`config.mk`:
```
export PLATFORM = sky130hd
export DESIGN_NAME = hex_scan_capture
export DESIGN_NICKNAME = d
export VERILOG_FILES = /design/src/rtl/hex_scan_capture_pkg.sv /design/src/rtl/hex_scan_capture_debounce.sv /design/src/rtl/hex_scan_capture.sv
export SDC_FILE = /design/constraint.sdc
export NUM_CORES = 1
export LEC_CHECK = 0
export CORE_ASPECT_RATIO = 1.1
export CORE_UTILIZATION = 55
export CTS_BUF_LIST = sky130_fd_sc_hd__clkbuf_8
export DETAILED_ROUTE_END_ITERATION = 6
export PLACE_DENSITY = 0.78
export SYNTH_ARGS = -nofsm -noshare
export SYNTH_HDL_FRONTEND = slang
export SYNTH_HIERARCHICAL = 1
export SYNTH_SLANG_ARGS = --single-unit
export TNS_END_PERCENT = 1
```
`constraint.sdc`:
```
create_clock -name clk100MHz -period 10.3 [get_ports clk100MHz]
set_clock_uncertainty 0.2 [all_clocks]
set_input_delay 2.06 -clock clk100MHz [delete_from_list [all_inputs] [get_ports clk100MHz]]
set_output_delay 2.06 -clock clk100MHz [all_outputs]
set_load 0.1 [all_outputs]
```
`src/rtl/hex_scan_capture_pkg.sv`:
```
// Shared constants, state encoding and a nibble-insert helper for the
// hex display scan capture block.
package hex_scan_capture_pkg;

  localparam int DIGITS   = 8;
  localparam int NIBBLE_W = 4;
  localparam int IDX_W    = 3;
  localparam int DATA_W   = 32;
  localparam int PAIR_W   = IDX_W + NIBBLE_W;

  typedef enum logic [1:0] {
    EMPTY = 2'd0,
    FILL  = 2'd1,
    EMIT  = 2'd2
  } state_t;

  // Return word with the nibble at digit position idx replaced.
  function automatic logic [DATA_W-1:0] put_nibble(
    input logic [DATA_W-1:0]   word,
    input logic [IDX_W-1:0]    idx,
    input logic [NIBBLE_W-1:0] nib
  );
    logic [DATA_W-1:0] r;
    r = word;
    r[int'(idx) * NIBBLE_W +: NIBBLE_W] = nib;
    return r;
  endfunction

endpackage

```
`src/rtl/hex_scan_capture_debounce.sv`:
```
// scan_debounce: registers the (index, nibble) pair, measures how long it
// has been stable and emits one accept strobe per stable hold.
module scan_debounce
  import hex_scan_capture_pkg::*;
#(
  parameter int STABLE_CYCLES = 16
) (
  input  logic                i_clk,
  input  logic                i_reset,
  input  logic [IDX_W-1:0]    i_an,
  input  logic [NIBBLE_W-1:0] i_seg,
  output logic                o_accept,
  output logic [IDX_W-1:0]    o_idx,
  output logic [NIBBLE_W-1:0] o_nibble
);

  localparam int HOLD_W = $clog2(STABLE_CYCLES + 1);
  localparam logic [HOLD_W-1:0] HOLD_TARGET = HOLD_W'(STABLE_CYCLES);
  localparam logic [HOLD_W-1:0] HOLD_PRE    = HOLD_W'(STABLE_CYCLES - 1);
  localparam logic [HOLD_W-1:0] HOLD_ONE    = HOLD_W'(1);

  logic [PAIR_W-1:0] r_pair_q;
  logic [HOLD_W-1:0] r_hold;
  logic              r_accept;
  logic [PAIR_W-1:0] w_pair_in;
  logic              w_changed;

  assign w_pair_in = {i_an, i_seg};
  assign w_changed = (w_pair_in != r_pair_q);

  // Sample the pair, count its hold length (saturating at the target) and
  // raise accept exactly in the cycle the count first reaches the target.
  always_ff @(posedge i_clk) begin
    // NOTE: sequential state uses non-blocking assignments so every register
    // sees the pre-edge values of the others, independent of statement order.
    if (i_reset) begin
      r_pair_q <= '0;
      r_hold   <= '0;
      r_accept <= 1'b0;
    end else begin
      r_pair_q <= w_pair_in;
      if (w_changed) begin
        r_hold   <= HOLD_ONE;
        r_accept <= 1'b0;
      end else if (r_hold != HOLD_TARGET) begin
        r_hold   <= r_hold + HOLD_ONE;
        r_accept <= (r_hold == HOLD_PRE);
      end else begin
        r_accept <= 1'b0;
      end
    end
  end

  assign o_accept = r_accept;
  assign o_idx    = r_pair_q[PAIR_W-1:NIBBLE_W];
  assign o_nibble = r_pair_q[NIBBLE_W-1:0];

endmodule

```
`src/rtl/hex_scan_capture.sv`:
```
// hex_scan_capture: rebuilds the 32-bit word scanned onto a multiplexed hex
// display from debounced (index, nibble) samples and publishes it once all
// eight digits have been seen.
module hex_scan_capture
  import hex_scan_capture_pkg::*;
#(
  parameter int STABLE_CYCLES  = 16,
  parameter int TIMEOUT_CYCLES = 1048576
) (
  input  logic                clk100MHz,
  input  logic                reset,
  input  logic [IDX_W-1:0]    an_in,
  input  logic [NIBBLE_W-1:0] seg_in,
  output logic [DATA_W-1:0]   data_out,
  output logic                frame_valid,
  output logic                data_changed,
  output logic                stale
);

  localparam int TO_W = $clog2(TIMEOUT_CYCLES + 1);
  localparam logic [TO_W-1:0] TO_LAST = TO_W'(TIMEOUT_CYCLES - 1);
  localparam logic [TO_W-1:0] TO_ONE  = TO_W'(1);

  logic                w_accept;
  logic [IDX_W-1:0]    w_idx;
  logic [NIBBLE_W-1:0] w_nibble;
  logic [DIGITS-1:0]   w_mask_acc;
  logic [DATA_W-1:0]   w_shadow_acc;
  logic                w_complete;
  logic                w_timeout;

  state_t              r_state;
  logic [DIGITS-1:0]   r_mask;
  logic [DATA_W-1:0]   r_shadow;
  logic [TO_W-1:0]     r_tcnt;
  logic [DATA_W-1:0]   r_data_out;
  logic                r_frame_valid;
  logic                r_data_changed;
  logic                r_stale;

  scan_debounce #(
    .STABLE_CYCLES (STABLE_CYCLES)
  ) u_debounce (
    .i_clk    (clk100MHz),
    .i_reset  (reset),
    .i_an     (an_in),
    .i_seg    (seg_in),
    .o_accept (w_accept),
    .o_idx    (w_idx),
    .o_nibble (w_nibble)
  );

  // Mask and shadow as they would look with the current accept applied.
  assign w_mask_acc   = r_mask | (DIGITS'(1) << w_idx);
  assign w_shadow_acc = put_nibble(r_shadow, w_idx, w_nibble);
  assign w_complete   = w_accept && (&w_mask_acc);
  // An accept in the same cycle always beats the timeout.
  assign w_timeout    = (r_state == FILL) && !w_accept && (r_tcnt == TO_LAST);

  // Frame assembly FSM with registered outputs and the FILL-only timeout.
  always_ff @(posedge clk100MHz) begin
    // NOTE: the shadow word is a plain register, not a RAM, so it is reset
    // along with everything else and a stale nibble can never leak out.
    if (reset) begin
      r_state        <= EMPTY;
      r_mask         <= '0;
      r_shadow       <= '0;
      r_tcnt         <= '0;
      r_data_out     <= '0;
      r_frame_valid  <= 1'b0;
      r_data_changed <= 1'b0;
      r_stale        <= 1'b1;
    end else begin
      r_frame_valid  <= 1'b0;
      r_data_changed <= 1'b0;
      if (w_accept) begin
        r_shadow <= w_shadow_acc;
        r_tcnt   <= '0;
      end
      case (r_state)
        EMPTY: begin
          if (w_accept) begin
            r_mask  <= w_mask_acc;
            r_state <= FILL;
          end
        end
        FILL: begin
          if (w_complete) begin
            r_mask         <= '0;
            r_data_out     <= w_shadow_acc;
            r_frame_valid  <= 1'b1;
            r_data_changed <= (w_shadow_acc != r_data_out);
            r_stale        <= 1'b0;
            r_state        <= EMIT;
          end else if (w_accept) begin
            r_mask <= w_mask_acc;
          end else if (w_timeout) begin
            r_mask  <= '0;
            r_stale <= 1'b1;
            r_tcnt  <= '0;
            r_state <= EMPTY;
          end else begin
            r_tcnt <= r_tcnt + TO_ONE;
          end
        end
        EMIT: begin
          // A digit arriving right after the emit starts the next frame.
          if (w_accept) begin
            r_mask  <= w_mask_acc;
            r_state <= FILL;
          end else begin
            r_state <= EMPTY;
          end
        end
        default: begin
          r_mask  <= '0;
          r_state <= EMPTY;
        end
      endcase
    end
  end

  assign data_out     = r_data_out;
  assign frame_valid  = r_frame_valid;
  assign data_changed = r_data_changed;
  assign stale        = r_stale;

endmodule

```
==> impl_metrics.env <==
export IMPL_layout_common_cells="dfxtp_1 (111), nor2_1 (89), a21oi_1 (49)"
export IMPL_crit_start="data_out[28]"
export IMPL_min_period_over_period_pct=41.5
export IMPL_numCtsBuffers=9
export IMPL_slew_viol_final=0
export IMPL_cts_hold_buf=0
export IMPL_syn_num_nets=698
export IMPL_internal_power_uw=553
export IMPL_ys_flop_type="dfxtp_1"
export IMPL_power_uw=746
export IMPL_portBuffers=43
export IMPL_cp_num_buf_inv=1
export IMPL_final_area_um2=6400
export IMPL_drtIter0Drc=232
export IMPL_antenna_found_initial=0
export IMPL_worst_slew_pin_slew_ns=1.17
export IMPL_fp_dieArea_um2=10900
export IMPL_fin_cells=840
export IMPL_area_growth_pct=10.8
export IMPL_grt_pass1_vias=4743
export IMPL_clk_latency_ns=0.38
export IMPL_setup_viol=0
export IMPL_worstHoldStart="r_tcnt[20]"
export IMPL_root_buffer="clkbuf_8"
export IMPL_h_tree_depth=3
export IMPL_wl_per_cell_um=16.3
export IMPL_drv_cap=0
export IMPL_postCtsSetupBuffers=0
export IMPL_r2r_cells=9
export IMPL_crit_arrival_ns=2.01
export IMPL_syn_area_um2=5780
export IMPL_dp_cells=824
export IMPL_start_kind="register"
export IMPL_grt_pass1_wl_um=23100
export IMPL_ys_seq_area_share_pct=38.5
export IMPL_n_antenna_cell=0
export IMPL_rsz0062_at_grt="false"
export IMPL_setup_tns_ns=0
export IMPL_r2r_slack_ns=6.23
export IMPL_outcome="complete, no violations"
export IMPL_route_antenna_remaining_nets=0
export IMPL_cts_tree="done"
export IMPL_die_w_um=99.7
export IMPL_p_sw_uw=193
export IMPL_core_area_um2=10000
export IMPL_ys_seq_elements=111
export IMPL_initial_core_util_pct=57.6
export IMPL_ys_types=72
export IMPL_max_stage_delay_ns=1.18
export IMPL_path_cells="clkdlybuf4s50_1"
export IMPL_cp_end_kind="output port"
export IMPL_seqPwrFrac_pct=58.4
export IMPL_drc_errors=0
export IMPL_gp_congestion=1.00
export IMPL_overflow=0
export IMPL_clk_pin_slew_ns=0.11
export IMPL_ios=44
export IMPL_clock_fmax_mhz=234
export IMPL_hold_class="register to register"
export IMPL_fin_worst_hold_slack_ns=0.249
export IMPL_synthCells=678
export IMPL_reg2reg_from="u_debounce/r_pair_q[4]"
export IMPL_maxSlewHeadroom_pct=21.8
export IMPL_cp_max_fo=5
export IMPL_cp_top_family="buffers and inverters"
export IMPL_clk_path_buf_depth=2
export IMPL_ir_worst_vdd_mv=0.0673
export IMPL_postSynthAreaPerCell_um2=8.52
export IMPL_path_depth=1
export IMPL_final_common_cell="dfxtp_1"
export IMPL_post_dp_hpwl_um=9390
export IMPL_final_nets=715
export IMPL_cts_resized=0
export IMPL_power_density_nw_per_um2=117
export IMPL_drt_total_wl_um=13700
export IMPL_rows=38
export IMPL_grt_use_total_pct=26.6
export IMPL_vias=4921
export IMPL_drive_gt1_share_pct=6.29
export IMPL_worst_setup_path_type="register to output port"
export IMPL_grt_max_degree=76
export IMPL_synth_warnings=6
export IMPL_holdPathStages=2
export IMPL_viasPerCell=5.86
export IMPL_p_clk_share_pct=34.3
export IMPL_async_flop_share_pct=0
export IMPL_switching_share_pct=25.8
export IMPL_dpl_cell_area_um2=6210
export IMPL_report_final_hold_viol_count=0
export IMPL_dieHeight_um=110
export IMPL_power_frac_comb_pct=7.3
export IMPL_worst_ep_required_time_ns=8.04
export IMPL_clkSinkCount=111
export IMPL_drt_first_pass_iters=7
export IMPL_synth_edff_count=0
export IMPL_crit_slowest_cell="clkdlybuf4s50_1"
export IMPL_power_leakage_nw=2.23
export IMPL_fin_crit_ns=4.27
[path summary, 6_finish.rpt]
path / to
setup / recovery: data_out[28]
hold / removal: r_tcnt[20]
setup reg to reg: data_changed
hold reg to reg: r_tcnt[20]
[Yosys cell counts (9+ instances only)]
library cell  count  area [um2]
dfxtp_1         111        2220
nor4_1            9        56.3
xnor2_1          31         272
inv_1            20        75.1
nand2b_1         19         119
mux2i_1          40         400
a21oi_1          49         245
nor2_1           89         334
nor2b_1          17         106
clkbuf_1         22        82.6
o21ai_0          18        90.1
a211oi_1         30         225
nand2_1          45         169
ha_1             11         138
nand3_1          30         150
buf_2             9        45.0
[layout make-up]
type | count | area [um2]
Fill cell | 872 | 3630
Clock inverter | 5 | 41.3
Clock buffer | 11 | 151
Timing Repair Buffer | 48 | 463
Multi-Input combinational cell | 505 | 3270
Sequential cell | 111 | 2220
Inverter | 20 | 75.1
Tap cell | 140 | 175
[power groups by stage]
| stage | combinational [mW] | sequential [mW] | clock (mW) |
|---|---|---|---|
| 6_report | 0.0542 | 0.436 | 0.256 |
| 5_1_grt | 0.0592 | 0.436 | 0.278 |
| 4_1_cts | 0.0536 | 0.436 | 0.261 |
| 3_5_place_dp | 0.0533 | 0.446 | 0 |
| 3_3_place_gp | 0.0518 | 0.445 | 0 |
| 2_1_floorplan | 0.0428 | 0.442 | 0 |
[per-layer routing]
layer  share of wire [%]  vias to the layer above  track usage [%]  wire length (um)
met5                   0                        -                0                 0
met4                 2.2                        0             10.6               306
met3                 3.3                       22             4.01               449
met2                  50                      110             45.9              6850
met1                  44                     2341             33.4              6080
li1                    -                     2448                -                 -
[state kept, by name (all words and copies together) (netlist names)]
name,flops
r_mask,8
u_debounce/r_pair_q,7
r_shadow,32
r_state,2
frame_valid,1
data_out,32
stale,1
u_debounce/r_hold,5
data_changed,1
r_tcnt,21
u_debounce/o_accept,1
[kinds of logic after synthesis]
logic type | Yosys count | share of synthesized area [%]
fa+ha+maj | 11 | 2.38
buf+inv | 62 | 5.00
mux | 43 | 7.51
flops | 111 | 38.5
compound gates | 149 | 17.2
simple gates | 264 | 23.7
xor+xnor | 38 | 5.76
[per-stage QoR]
stage	util, %	setup WS, ns
final	63.8	6.03
after global routing	63.8	5.87
after CTS	63.8	6.02
after detailed placement	61.9	5.74
after global placement	61.9	5.92
after floorplan	-	6.95
Power figures use the tool's default switching activity.
